`config.mk`:
```
export PLATFORM = sky130hd
export DESIGN_NAME = div_iter
export DESIGN_NICKNAME = d
export VERILOG_FILES = /design/src/rtl/div_iter.sv
export SDC_FILE = /design/constraint.sdc
export NUM_CORES = 1
export LEC_CHECK = 0
export ABC_AREA = 1
export CELL_PAD_IN_SITES_DETAIL_PLACEMENT = 1
export CELL_PAD_IN_SITES_GLOBAL_PLACEMENT = 1
export CORE_MARGIN = 2
export CORE_UTILIZATION = 33
export DETAILED_ROUTE_END_ITERATION = 8
export PLACE_DENSITY = 0.66
export SKIP_LAST_GASP = 1
export SYNTH_ARGS = -nofsm -noshare
export SYNTH_HDL_FRONTEND = slang
export SYNTH_SLANG_ARGS = --single-unit
```
`constraint.sdc`:
```
create_clock -name clk -period 7.2 [get_ports clk]
set_clock_uncertainty 0.05 [all_clocks]
set_input_delay 1.8 -clock clk [delete_from_list [all_inputs] [get_ports clk]]
set_output_delay 1.8 -clock clk [all_outputs]
set_load 0.03 [all_outputs]
```
`src/rtl/div_iter.sv`:
```
// -----------------------------------------------------------------------------
// div_iter : iterative restoring divider for the EX stage (DIV / DIVU).
//
// Produces {remainder, quotient} after WIDTH iteration cycles.
// Signed operands are divided as magnitudes, and the signs are applied once
// at the end. busy_o feeds the pipeline stall request.
//
// Optional feature macro: DIV_ZERO_FLAG_EN
//   defined   -> extra output divzero_o, raised with ready_o for a divide by 0
//   undefined -> no divzero_o port; a divide by 0 is seen as result_o == 0
//
// Handshake: EX raises start_i and holds it until it sees ready_o. The
// operands are sampled only in the cycle the divide is accepted. ready_o and
// result_o stay valid for as long as start_i stays high. Dropping start_i for
// at least one cycle returns the unit to IDLE, and only then can a new divide
// start. annul_i only aborts a divide while it is iterating.
//
// dbg_state_o exposes the FSM state for debug and checkers:
//   0 = IDLE, 1 = BYZERO, 2 = ON, 3 = END.
// -----------------------------------------------------------------------------
module div_iter #(
    parameter int WIDTH = 32
) (
    input  logic               clk,
    input  logic               rst,
    input  logic               signed_div_i,
    input  logic [WIDTH-1:0]   opdata1_i,
    input  logic [WIDTH-1:0]   opdata2_i,
    input  logic               start_i,
    input  logic               annul_i,
    output logic [2*WIDTH-1:0] result_o,
    output logic               ready_o,
    output logic               busy_o,
`ifdef DIV_ZERO_FLAG_EN
    output logic               divzero_o,
`endif
    output logic [1:0]         dbg_state_o
);

    localparam int CW = $clog2(WIDTH) + 1;

    typedef enum logic [1:0] {
        ST_IDLE   = 2'd0,
        ST_BYZERO = 2'd1,
        ST_ON     = 2'd2,
        ST_END    = 2'd3
    } state_t;

    state_t           state, state_nxt;

    logic [WIDTH-1:0] rem_q;      // partial remainder
    logic [WIDTH-1:0] quo_q;      // dividend shifting out / quotient shifting in
    logic [WIDTH-1:0] dvs_q;      // divisor magnitude
    logic             neg_quo_q;  // quotient must be negated at the end
    logic             neg_rem_q;  // remainder takes the dividend's sign
    logic [CW-1:0]    cnt_q;

    logic             accept_zero;
    logic             accept_div;
    logic             last_step;
    logic [WIDTH-1:0] abs_a;
    logic [WIDTH-1:0] abs_b;
    logic [WIDTH:0]   trial;
    logic [WIDTH-1:0] rem_nxt;
    logic [WIDTH-1:0] quo_nxt;
    logic [WIDTH-1:0] quo_fix;
    logic [WIDTH-1:0] rem_fix;

    // A request is taken only from IDLE, and only when it is not being annulled.
    assign accept_zero = (state == ST_IDLE) && start_i && !annul_i
                         && (opdata2_i == '0);
    assign accept_div  = (state == ST_IDLE) && start_i && !annul_i
                         && (opdata2_i != '0);
    assign last_step   = (cnt_q == CW'(WIDTH - 1));

    // Take operand magnitudes. A value of -2^(W-1) maps onto itself, which is
    // still the correct unsigned magnitude.
    always_comb begin
        abs_a = opdata1_i;
        abs_b = opdata2_i;
        if (signed_div_i && opdata1_i[WIDTH-1]) begin
            abs_a = WIDTH'(0) - opdata1_i;
        end
        if (signed_div_i && opdata2_i[WIDTH-1]) begin
            abs_b = WIDTH'(0) - opdata2_i;
        end
    end

    // One restoring step: shift {rem,quo} left, then trial-subtract the divisor.
    always_comb begin
        trial   = {rem_q, quo_q[WIDTH-1]} - {1'b0, dvs_q};
        rem_nxt = {rem_q[WIDTH-2:0], quo_q[WIDTH-1]};
        quo_nxt = {quo_q[WIDTH-2:0], 1'b0};
        if (!trial[WIDTH]) begin
            rem_nxt = trial[WIDTH-1:0];
            quo_nxt = {quo_q[WIDTH-2:0], 1'b1};
        end
    end

    // Apply the signs to the final step's quotient and remainder.
    always_comb begin
        quo_fix = neg_quo_q ? (WIDTH'(0) - quo_nxt) : quo_nxt;
        rem_fix = neg_rem_q ? (WIDTH'(0) - rem_nxt) : rem_nxt;
    end

    // FSM state register.
    always_ff @(posedge clk or negedge rst) begin
        if (!rst) begin
            state <= ST_IDLE;
        end else begin
            state <= state_nxt;
        end
    end

    // FSM next-state logic.
    always_comb begin
        state_nxt = state;
        case (state)
            ST_IDLE: begin
                if (accept_zero) begin
                    state_nxt = ST_BYZERO;
                end else if (accept_div) begin
                    state_nxt = ST_ON;
                end
            end
            ST_ON: begin
                if (annul_i) begin
                    state_nxt = ST_IDLE;
                end else if (last_step) begin
                    state_nxt = ST_END;
                end
            end
            ST_BYZERO: begin
                state_nxt = ST_END;
            end
            ST_END: begin
                if (!start_i) begin
                    state_nxt = ST_IDLE;
                end
            end
            default: begin
                state_nxt = ST_IDLE;
            end
        endcase
    end

    // FSM outputs. busy_o is raised in the same cycle a start is accepted, so
    // the stall takes effect at once. It is held low while reset is applied.
    always_comb begin
        busy_o      = 1'b0;
        dbg_state_o = state;
        if (rst) begin
            case (state)
                ST_IDLE:   busy_o = accept_zero || accept_div;
                ST_BYZERO: busy_o = 1'b1;
                ST_ON:     busy_o = 1'b1;
                default:   busy_o = 1'b0;
            endcase
        end
    end

    // Datapath: latch operands on accept, iterate in ON, and hold the result in END.
    always_ff @(posedge clk or negedge rst) begin
        if (!rst) begin
            rem_q     <= '0;
            quo_q     <= '0;
            dvs_q     <= '0;
            neg_quo_q <= 1'b0;
            neg_rem_q <= 1'b0;
            cnt_q     <= '0;
            result_o  <= '0;
            ready_o   <= 1'b0;
        end else begin
            case (state)
                ST_IDLE: begin
                    if (accept_div) begin
                        rem_q     <= '0;
                        quo_q     <= abs_a;
                        dvs_q     <= abs_b;
                        neg_quo_q <= signed_div_i
                                     && (opdata1_i[WIDTH-1] ^ opdata2_i[WIDTH-1]);
                        neg_rem_q <= signed_div_i && opdata1_i[WIDTH-1];
                        cnt_q     <= '0;
                    end
                end
                ST_ON: begin
                    if (!annul_i) begin
                        rem_q <= rem_nxt;
                        quo_q <= quo_nxt;
                        cnt_q <= cnt_q + CW'(1);
                        if (last_step) begin
                            result_o <= {rem_fix, quo_fix};
                            ready_o  <= 1'b1;
                        end
                    end
                end
                ST_BYZERO: begin
                    result_o <= '0;
                    ready_o  <= 1'b1;
                end
                ST_END: begin
                    if (!start_i) begin
                        result_o <= '0;
                        ready_o  <= 1'b0;
                    end
                end
                default: begin
                    ready_o <= 1'b0;
                end
            endcase
        end
    end

`ifdef DIV_ZERO_FLAG_EN
    // The divide-by-zero flag rises with ready_o out of BYZERO and falls on leaving END.
    always_ff @(posedge clk or negedge rst) begin
        if (!rst) begin
            divzero_o <= 1'b0;
        end else if (state == ST_BYZERO) begin
            divzero_o <= 1'b1;
        end else if ((state == ST_END) && !start_i) begin
            divzero_o <= 1'b0;
        end
    end
`endif

endmodule

```
==> reports/results.tsv, run 1 <==
stage	metric	value	unit
die	core area	38800	µm²
synth	Post-Synth XOR/XNOR Area	5.45	%
placed_design	Post-DP HPWL	38300	µm
placed_design	Routability Congestion	0.909	
timing	period utilization	74.5	%
timing	setup violators final	0	
worst_setup_path	crit path capture type	output pin	
worst_setup_path	reg2reg start	quo_q[31]	
worst_setup_path	CP arrival	3.51	ns
run_status	outcome	finished, final reports clean	
drt	via count	13200	
layout	share of cells above drive strength 1	5.92	%
clock_network	post_cts resized	0	
grt	global-route wire length before repair	78100	µm
die	Ports	137	
worst_setup_path	reg2reg path depth	24	
clock_network	Post-CTS Repair Setup Buffers	0	
worst_setup_path	kind of start point of the critical path	input port	
grt	GRT Util Overall	24.3	%
timing	Slew Viols, Final	0	
clock_network	CTS buffer count	17	
synth	mux contribution to synthesized area	0	%
synth	Cell Area, Synth	13000	µm²
timing	Slew HR	36.5	%
synth	Post-Syn Instances	1950	
clock_network	Hold Buf Count CTS	0	
timing	Worst Tran Pin Value	0.942	ns
synth	post-synth net total	2062	
die	initial core utilization	33.5	%
worst_setup_path	Req. time, crit path	5.35	ns
placed_design	port buffer count	136	
synth	Async SR Flop Fraction	100	%
worst_setup_path	Reg-to-Reg End	result_o[26]	
drt	Vias/cell	5.08	
layout	Storage cell area	4280	µm²
clock_network	Clock Tree Buf Depth	2	
timing	Fmax achieved	186	MHz
worst_hold_path	Worst Hold Class	register to register	
worst_setup_path	crit path kind	input port to output pin	
synth	simple-gate share of the synthesized area	33.7	%
timing	RSZ-0062 raised after global routing	no	
die	die area	41000	µm²
timing	setup TNS	0	ns
layout	Fill cells	4982	
layout	Final #Nets	2175	
synth	largest family of logic cells by synthesized area	simple AND/OR/NAND/NOR gates	
worst_hold_path	hold path cells	2	
layout	n_diodes	0	
job	MaxCap Viol Count	0	
layout	area of the multi-input gates	7460	µm²
synth	complex-gate fraction of the synthesized area	13.8	%
die	standard-cell rows	72	
timing	min cycle time layout	5.36	ns
timing	final hold vios	0	
clock_network	CTS clk-pin slew, worst paths	0.06	ns
drt	DR pass1 iterations	5	
drt	Routed WL	48600	µm
synth	Avg Cell Area, Syn	6.67	µm²
worst_setup_path	slack of the worst reg-to-reg path	2.70	ns
drt	Initial DRC Count	680	
die	Die X	203	µm
drt	Post-DRT Antenna Nets	0	
die	die span in y	203	µm
synth	#FFs+latches synth	171	
synth	Yosys cell types	51	
clock_network	Clock Root Buffer	clkbuf_16	
grt	initial antenna violation count	0	
synth	synth warn	0	
grt	total grt overflow	0	
timing	final hold slack	0.428	ns
clock_network	CTS H-tree depth	4	
drt	WL/cell	18.8	µm
worst_hold_path	hold path start	result_o[62]	
synth	Top FF cell, synth	dfrtp_1	
clock_network	clk sinks	171	
clock_network	Clk Latency, worst-skew pair	0.46	ns
grt	largest net degree at the start of global routing	70	
worst_hold_path	Worst Hold End	result_o[62]	
grt	vias in the first global route	14000	
drt	DRC violations left	0	
synth	Post-Synth Adder-Cell Area	4.19	%
worst_setup_path	Critical Path Fanout Max	3	
clock_network	CTS tree	built	
layout	Area Overhead vs Synth	18.7	%
synth	Seq/Total Area, Yosys	32.9	%
synth	Post-synth EDFFs	0	
-- how the worst max path moves through the flow --
stage / startpoint / to / slack, ns / cells after the start
finish: annul_i / busy_o / 1.84 / 7
global route: annul_i / busy_o / 1.73 / 7
CTS: annul_i / busy_o / 1.88 / 7
detailed placement: opdata2_i[1] / quo_q[31] / 1.65 / 17
global placement: opdata2_i[0] / quo_q[31] / 1.80 / 17
floorplan: annul_i / busy_o / 2.87 / 5
-- cells in the final DEF, fill, tap and decap left out, types with 30 or more instances in the layout --
cell type	count
ha_1	42
inv_1	256
nor2_1	183
nand2_1	614
o21ai_0	136
xor2_1	52
dfrtp_1	171
nand3_1	103
nand2_2	30
clkdlybuf4s50_1	135
a21oi_1	56
-- synthesized netlist by cell type, drive strengths merged, types with 28 or more instances --
cell | count | area, µm²
nand2 | 649 | 2550
inv | 264 | 991
nor2 | 196 | 788
dfrtp | 171 | 4280
o21ai | 157 | 801
nand3 | 112 | 601
a21oi | 58 | 298
xor2 | 52 | 455
ha | 42 | 526
clkbuf | 39 | 146
o221ai | 29 | 254
xnor2 | 29 | 254
nor3 | 28 | 156
-- through the flow --
step	util [%]	cells	worst slack [ns]	area, µm²
finish	39.8	2594	1.84	15400
detailed placement	38.2	2562	1.65	14800
floorplan	-	1950	2.87	13000
global route	39.8	2594	1.73	15400
CTS	39.8	2594	1.88	15400
global placement	38.2	2562	1.80	14800
-- final cells by class --
cell class              count  share of cell area, %
inverters                 266                   6.46
clock inverters             8                  0.705
well taps                 518                   4.20
flip-flops and latches    171                   27.7
multi-input cells        1459                   48.3
clock buffers              24                   3.25
repair buffers            148                   9.40
-- layer usage --
layer | track usage, % | up-vias | wire length [µm]
li1 | - | 6479 | -
met1 | 31.9 | 6470 | 22600
met2 | 42.8 | 192 | 23900
met3 | 2.66 | 44 | 1210
met4 | 6.10 | 0 | 930
met5 | 0 | - | 0
-- registers in the layout, indices dropped and copies added, names as in the netlist --
name and count:
result_o 64, dvs_q 32, quo_q 32, rem_q 32, cnt_q 6, dbg_state_o 2
neg_quo_q 1, neg_rem_q 1, ready_o 1
-- cells by family after synthesis --
| logic type | after synthesis |
|---|---|
| and+or+nand+nor | 1032 |
| buffers and inverters | 320 |
| AOI/OAI and AO/OA | 303 |
| DFF | 171 |
| xor gates and xnor gates | 81 |
| adders and majority gates | 43 |
-- critical path: stages --
cell and delay (ns):
clkdlybuf4s50_1 0.48, inv_1 0.10, nand3_1 0.10, inv_1 0.12, o21ai_0 0.08, nor2_1 0.15
clkdlybuf4s50_1 0.69
Power of run 1 is left out: the tool's default activity adds up to more than one toggle a clock period on the data nets, which glitch-free logic cannot reach.
==> inputs of run 2 (changes only) <==
--- a/config.mk
+++ b/config.mk
@@ -11,7 +11,7 @@
 export CORE_MARGIN = 2
 export CORE_UTILIZATION = 33
 export DETAILED_ROUTE_END_ITERATION = 8
-export PLACE_DENSITY = 0.66
+export PLACE_DENSITY = 0.69
 export SKIP_LAST_GASP = 1
 export SYNTH_ARGS = -nofsm -noshare
 export SYNTH_HDL_FRONTEND = slang
==> constraint.sdc (replaced) <==
create_clock -name clk -period 4.9 [get_ports clk]
set_clock_uncertainty 0.05 [all_clocks]
set_input_delay 1.225 -clock clk [delete_from_list [all_inputs] [get_ports clk]]
set_output_delay 1.225 -clock clk [all_outputs]
set_load 0.03 [all_outputs]
==> run 2 against run 1 <==
Wire length about the same. Register-to-register slack lost 2.1 ns. Worst setup slack got worse by 1.2 ns. Global-route usage barely moved. Die area unchanged. Final cell count grew 0.27%. First-iteration DRC count up 6.0%. Critical endpoint is now result_o[28]. Highest routed layer unchanged.
==> reports/results.tsv, run 2 (synthesis gave the netlist of run 1 again) <==
stage	metric	value	unit	change
die	die area	41000	µm²	unchanged
clock_network	Hold Buf Count CTS	0		unchanged
worst_setup_path	Critical Path Fanout Max	4		+1
timing	min cycle time layout	4.27	ns	
layout	share of cells above drive strength 1	6.29	%	+0.36 points
timing	Worst Tran Pin Value	0.972	ns	+0.0300 ns
timing	RSZ-0062 raised after global routing	no		
timing	period utilization	87.2	%	
clock_network	Clk Latency, worst-skew pair	0.45	ns	about the same
drt	WL/cell	18.7	µm	-0.37%
worst_hold_path	hold path cells	2		unchanged
worst_setup_path	Req. time, crit path	5.22	ns	-0.13 ns
die	core area	38800	µm²	unchanged
clock_network	CTS buffer count	17		unchanged
timing	Slew HR	34.5	%	-2.0 points
clock_network	Post-CTS Repair Setup Buffers	0		unchanged
timing	Fmax achieved	234	MHz	
layout	Area Overhead vs Synth	19.3	%	
drt	Post-DRT Antenna Nets	0		unchanged
clock_network	clk sinks	171		unchanged
grt	global-route wire length before repair	77900	µm	-0.28%
grt	largest net degree at the start of global routing	66		-5.7%
layout	commonest non-fill, non-tap cells in the layout	nand2_1 (614), inv_1 (256), nor2_1 (183)		
worst_setup_path	reg2reg path depth	24		unchanged
job	MaxCap Viol Count	0		unchanged
timing	setup TNS	0	ns	unchanged
worst_setup_path	CP arrival	4.59	ns	+1.08 ns
clock_network	CTS tree	built		
layout	n_diodes	0		unchanged
worst_setup_path	crit path kind	register to register		
die	die span in y	203	µm	unchanged
timing	Slew Viols, Final	0		unchanged
die	Ports	137		unchanged
drt	DR pass1 iterations	4		-1
grt	GRT Util Overall	24.3	%	about the same
placed_design	Post-DP HPWL	38200	µm	about the same
grt	vias in the first global route	14200		+1.9%
die	standard-cell rows	72		unchanged
drt	Routed WL	48600	µm	about the same
die	Die X	203	µm	unchanged
clock_network	Clock Tree Buf Depth	2		unchanged
die	initial core utilization	33.5	%	unchanged
clock_network	CTS clk-pin slew, worst paths	0.07	ns	about the same
drt	DRC violations left	0		unchanged
grt	initial antenna violation count	0		unchanged
layout	largest reg by FF count	result_o		
worst_setup_path	kind of start point of the critical path	register		
worst_hold_path	Worst Hold Class	register to register		
drt	Vias/cell	5.11		+0.59%
placed_design	port buffer count	136		unchanged
clock_network	post_cts resized	0		unchanged
timing	final hold vios	0		unchanged
timing	setup violators final	0		unchanged
run_status	outcome	finished, final reports clean		
worst_setup_path	crit path capture type	register		
layout	max FFs per register	64		unchanged
drt	via count	13300		+0.86%
placed_design	Routability Congestion	0.872		-4.0%
drt	Initial DRC Count	721		+6.0%
grt	total grt overflow	0		unchanged
layout	Final Core Density	40.0	%	+0.20 points
layout	Final #Nets	2182		+0.32%
layout	leading cell type in the layout, fill and taps excluded	nand2_1		
clock_network	Clock Root Buffer	clkbuf_16		
clock_network	CTS H-tree depth	4		unchanged
==> run 2: cell types whose count changed in the layout (fill, tap and decap cells not counted) <==
cell,change
clkinv_2,-1
buf_4,+7
bufinv_16,+2
clkbuf_1,-1
clkbuf_8,-5
inv_6,+5
==> run 2: metal layers <==
layer	track usage, %	vias to the layer above	part of all wire [%]
li1	-	6517	-
met4	6.91	0	2.2
met5	0	-	0
met3	3.10	56	2.9
met2	43.4	224	50
met1	30.7	6502	45
==> run 2: per-stage QoR <==
stage / worst slack [ns] / instance area, µm² / instances / hold WS, ns
3_3_place_gp: 0.450 / 14900 / 2569 / 0.413
6_report: 0.626 / 15500 / 2601 / 0.431
5_1_grt: 0.273 / 15500 / 2601 / 0.464
3_5_place_dp: 0.246 / 14900 / 2569 / 0.419
4_1_cts: 0.656 / 15500 / 2601 / 0.438
2_1_floorplan: 1.30 / 13000 / 1950 / 0.403
==> run 2: path summary, 6_finish.rpt <==
check,startpoint,endpoint,slack [ns]
setup / recovery,quo_q[31],result_o[28],0.63
hold / removal,result_o[60],result_o[60],0.43
setup reg to reg,quo_q[31],result_o[28],0.63
hold reg to reg,result_o[60],result_o[60],0.43
max in group asynchronous,rst,result_o[17],2.50
min in group asynchronous,rst,dvs_q[24],0.61
==> run 2: cell type report <==
cell class	instances	area [µm²]
Fill cell	4978	23300
Sequential cell	171	4280
Inverter	266	998
Timing Repair Buffer	155	1510
Tap cell	518	648
Clock inverter	14	208
Clock buffer	18	429
Multi-Input combinational cell	1459	7460
==> run 2: critical path: stages, from the launching register on <==
cell	delay [ns]
dfrtp_1	0.37
inv_1	0.10
ha_1	0.16
inv_1	0.08
fa_1	0.42
nand2_1	0.10
nand2_1	0.10
nand3_1	0.12
nand2_1	0.14
nand2_1	0.11
nand2_2	0.07
nand2_2	0.12
nand3_2	0.11
nand2_2	0.14
ha_1	0.21
nand4_1	0.14
nor2_1	0.26
nand3_1	0.16
nor2_1	0.23
nand3_1	0.17
o21ai_0	0.34
o21ai_0	0.19
nand2_1	0.10
nand2_1	0.05
o21ai_0	0.15
Power of run 2 is left out for the same reason.
==> inputs of run 3 (changes only) <==
--- a/config.mk
+++ b/config.mk
@@ -9,9 +9,9 @@
 export CELL_PAD_IN_SITES_DETAIL_PLACEMENT = 1
 export CELL_PAD_IN_SITES_GLOBAL_PLACEMENT = 1
 export CORE_MARGIN = 2
-export CORE_UTILIZATION = 33
+export CORE_UTILIZATION = 30
 export DETAILED_ROUTE_END_ITERATION = 8
-export PLACE_DENSITY = 0.69
+export PLACE_DENSITY = 0.64
 export SKIP_LAST_GASP = 1
 export SYNTH_ARGS = -nofsm -noshare
 export SYNTH_HDL_FRONTEND = slang
==> run 3 against run 2 <==
Worst hold slack better by 0.0032 ns. Utilization shrank 3.7 points. Register-to-register slack gained 0.04 ns. Cell area is 0.39% higher. Count of clock-buffer cells in the layout grew 3. Fmax is 0.96% higher. Wire length decreased by 3.0%. Worst setup slack better by 0.041 ns. Flip-flop and latch count unchanged. Via count decreased by 1.2%. Critical endpoint is now result_o[54]. Highest routed layer unchanged.
==> reports/results.tsv, run 3 (synthesis gave the netlist of run 1 again) <==
stage	metric	value	unit	change
grt	GRT Util Overall	21.6	%	-2.7 points
grt	total grt overflow	0		unchanged
die	die area	45100	µm²	+9.8%
drt	DRC violations left	0		unchanged
layout	Final Core Density	36.3	%	-3.7 points
worst_hold_path	Worst Hold End	result_o[53]		
grt	initial antenna violation count	1		+1
drt	WL/cell	17.7	µm	-5.5%
run_status	outcome	finished, final reports clean		
grt	largest net degree at the start of global routing	71		+7.6%
worst_setup_path	Reg-to-Reg End	result_o[54]		
placed_design	Routability Congestion	0.883		+1.3%
timing	Fmax achieved	236	MHz	+0.96%
timing	Slew HR	37.0	%	+2.6 points
timing	min cycle time layout	4.23	ns	-0.0408 ns
layout	largest reg by FF count	result_o		
clock_network	CTS H-tree depth	4		unchanged
worst_setup_path	Critical Path Fanout Max	46		+42
clock_network	Post-CTS Repair Setup Buffers	0		unchanged
timing	setup violators final	0		unchanged
layout	Final #Nets	2183		+0.046%
die	core area	43000	µm²	+11%
drt	via count	13100		-1.2%
worst_setup_path	reg2reg start	rem_q[24]		
layout	share of cells above drive strength 1	6.33	%	+0.045 points
layout	n_diodes	0		unchanged
clock_network	Clock Root Buffer	clkbuf_16		
worst_setup_path	reg2reg path depth	21		-13%
die	initial core utilization	30.3	%	-3.2 points
grt	global-route wire length before repair	75600	µm	-3.0%
worst_setup_path	CP arrival	4.57	ns	-0.02 ns
layout	commonest non-fill, non-tap cells in the layout	nand2_1 (614), inv_1 (256), nor2_1 (183)		
drt	Post-DRT Antenna Nets	0		unchanged
placed_design	port buffer count	136		unchanged
grt	vias in the first global route	13900		-2.4%
layout	leading cell type in the layout, fill and taps excluded	nand2_1		
timing	setup TNS	0	ns	unchanged
worst_hold_path	hold path cells	2		unchanged
clock_network	CTS buffer count	17		unchanged
drt	Vias/cell	4.92		-3.7%
timing	RSZ-0062 raised after global routing	no		
placed_design	Post-DP HPWL	37500	µm	-1.9%
die	Die X	212	µm	+4.8%
job	MaxCap Viol Count	0		unchanged
clock_network	CTS clk-pin slew, worst paths	0.08	ns	about the same
timing	period utilization	86.4	%	-0.83 points
timing	Slew Viols, Final	0		unchanged
worst_hold_path	Worst Hold Class	register to register		
die	standard-cell rows	76		+5.6%
worst_setup_path	crit path capture type	register		
clock_network	post_cts resized	0		unchanged
drt	DR pass1 iterations	4		unchanged
worst_hold_path	hold path start	result_o[53]		
clock_network	Hold Buf Count CTS	0		unchanged
worst_setup_path	Req. time, crit path	5.24	ns	+0.02 ns
worst_setup_path	slack of the worst reg-to-reg path	0.67	ns	+0.04 ns
timing	Worst Tran Pin Value	0.944	ns	-0.0280 ns
worst_setup_path	kind of start point of the critical path	register		
worst_setup_path	CP startpoint	rem_q[24]		
worst_setup_path	crit path kind	register to register		
drt	Routed WL	47100	µm	-3.0%
layout	max FFs per register	64		unchanged
clock_network	Clk Latency, worst-skew pair	0.46	ns	about the same
clock_network	clk sinks	171		unchanged
clock_network	Clock Tree Buf Depth	2		unchanged
drt	Initial DRC Count	583		-19%
die	die span in y	212	µm	+4.8%
layout	Area Overhead vs Synth	19.7	%	
die	Ports	137		unchanged
timing	final hold vios	0		unchanged
clock_network	CTS tree	built		
## run 3: changes by cell type in the layout (fill, tap and decap cells not counted)
cell | before | now
clkinv_4 | 5 | 0
clkbuf_8 | 0 | 4
clkinvlp_4 | 0 | 4
bufinv_16 | 4 | 2
inv_6 | 5 | 3
buf_4 | 19 | 20
buf_6 | 1 | 0
clkinv_2 | 0 | 1
inv_8 | 0 | 1
## run 3: metal layers
| layer | GRT usage (%) | vias to the layer above | wire length (µm) |
|---|---|---|---|
| li1 | - | 6502 | - |
| met1 | 26.6 | 6416 | 20900 |
| met2 | 39.4 | 172 | 23900 |
| met3 | 2.88 | 48 | 1340 |
| met4 | 6.12 | 0 | 996 |
| met5 | 0 | - | 0 |
## run 3: stage by stage
stage	instance area (µm²)	instances	hold slack (ns)	worst slack, ns
global placement	15000	2637	0.418	0.511
CTS	15600	2669	0.439	0.638
finish	15600	2669	0.434	0.667
global route	15600	2669	0.454	0.226
floorplan	13000	1950	0.403	1.30
detailed placement	15000	2637	0.420	0.342
## run 3: layout make-up
| class | count | area [µm²] |
|---|---|---|
| inverters | 266 | 998 |
| clock buffers | 21 | 470 |
| multi-input cells | 1459 | 7460 |
| flip-flops and latches | 171 | 4280 |
| well taps | 585 | 732 |
| clock inverters | 11 | 133 |
| fillers | 5545 | 27400 |
| repair buffers | 156 | 1520 |
## run 3: critical path: stages (launching register included)
cell,delay (ns)
dfrtp_1,0.46
ha_1,0.43
nand2_1,0.14
nor2_1,0.21
and2_1,0.25
and2_1,0.18
nand2_2,0.11
nand2_2,0.11
nand2_2,0.08
nand2_2,0.11
buf_4,0.45
nand2_1,0.10
nand2_1,0.17
ha_1,0.25
nand3_1,0.14
nor2_4,0.19
nand4_1,0.16
nand2_1,0.23
nand2_1,0.08
nand2_1,0.07
nand3_1,0.10
nand2_1,0.09
## run 3: worst max path at each step
stage                         to  slack [ns]  depth (start not counted)
detailed placement      quo_q[1]        0.34                         17
finish              result_o[54]        0.67                         21
floorplan           result_o[26]        1.30                         26
global route        result_o[28]        0.23                         24
CTS                 result_o[54]        0.64                         25
global placement       quo_q[15]        0.51                         16
Power of run 3 is left out for the same reason.
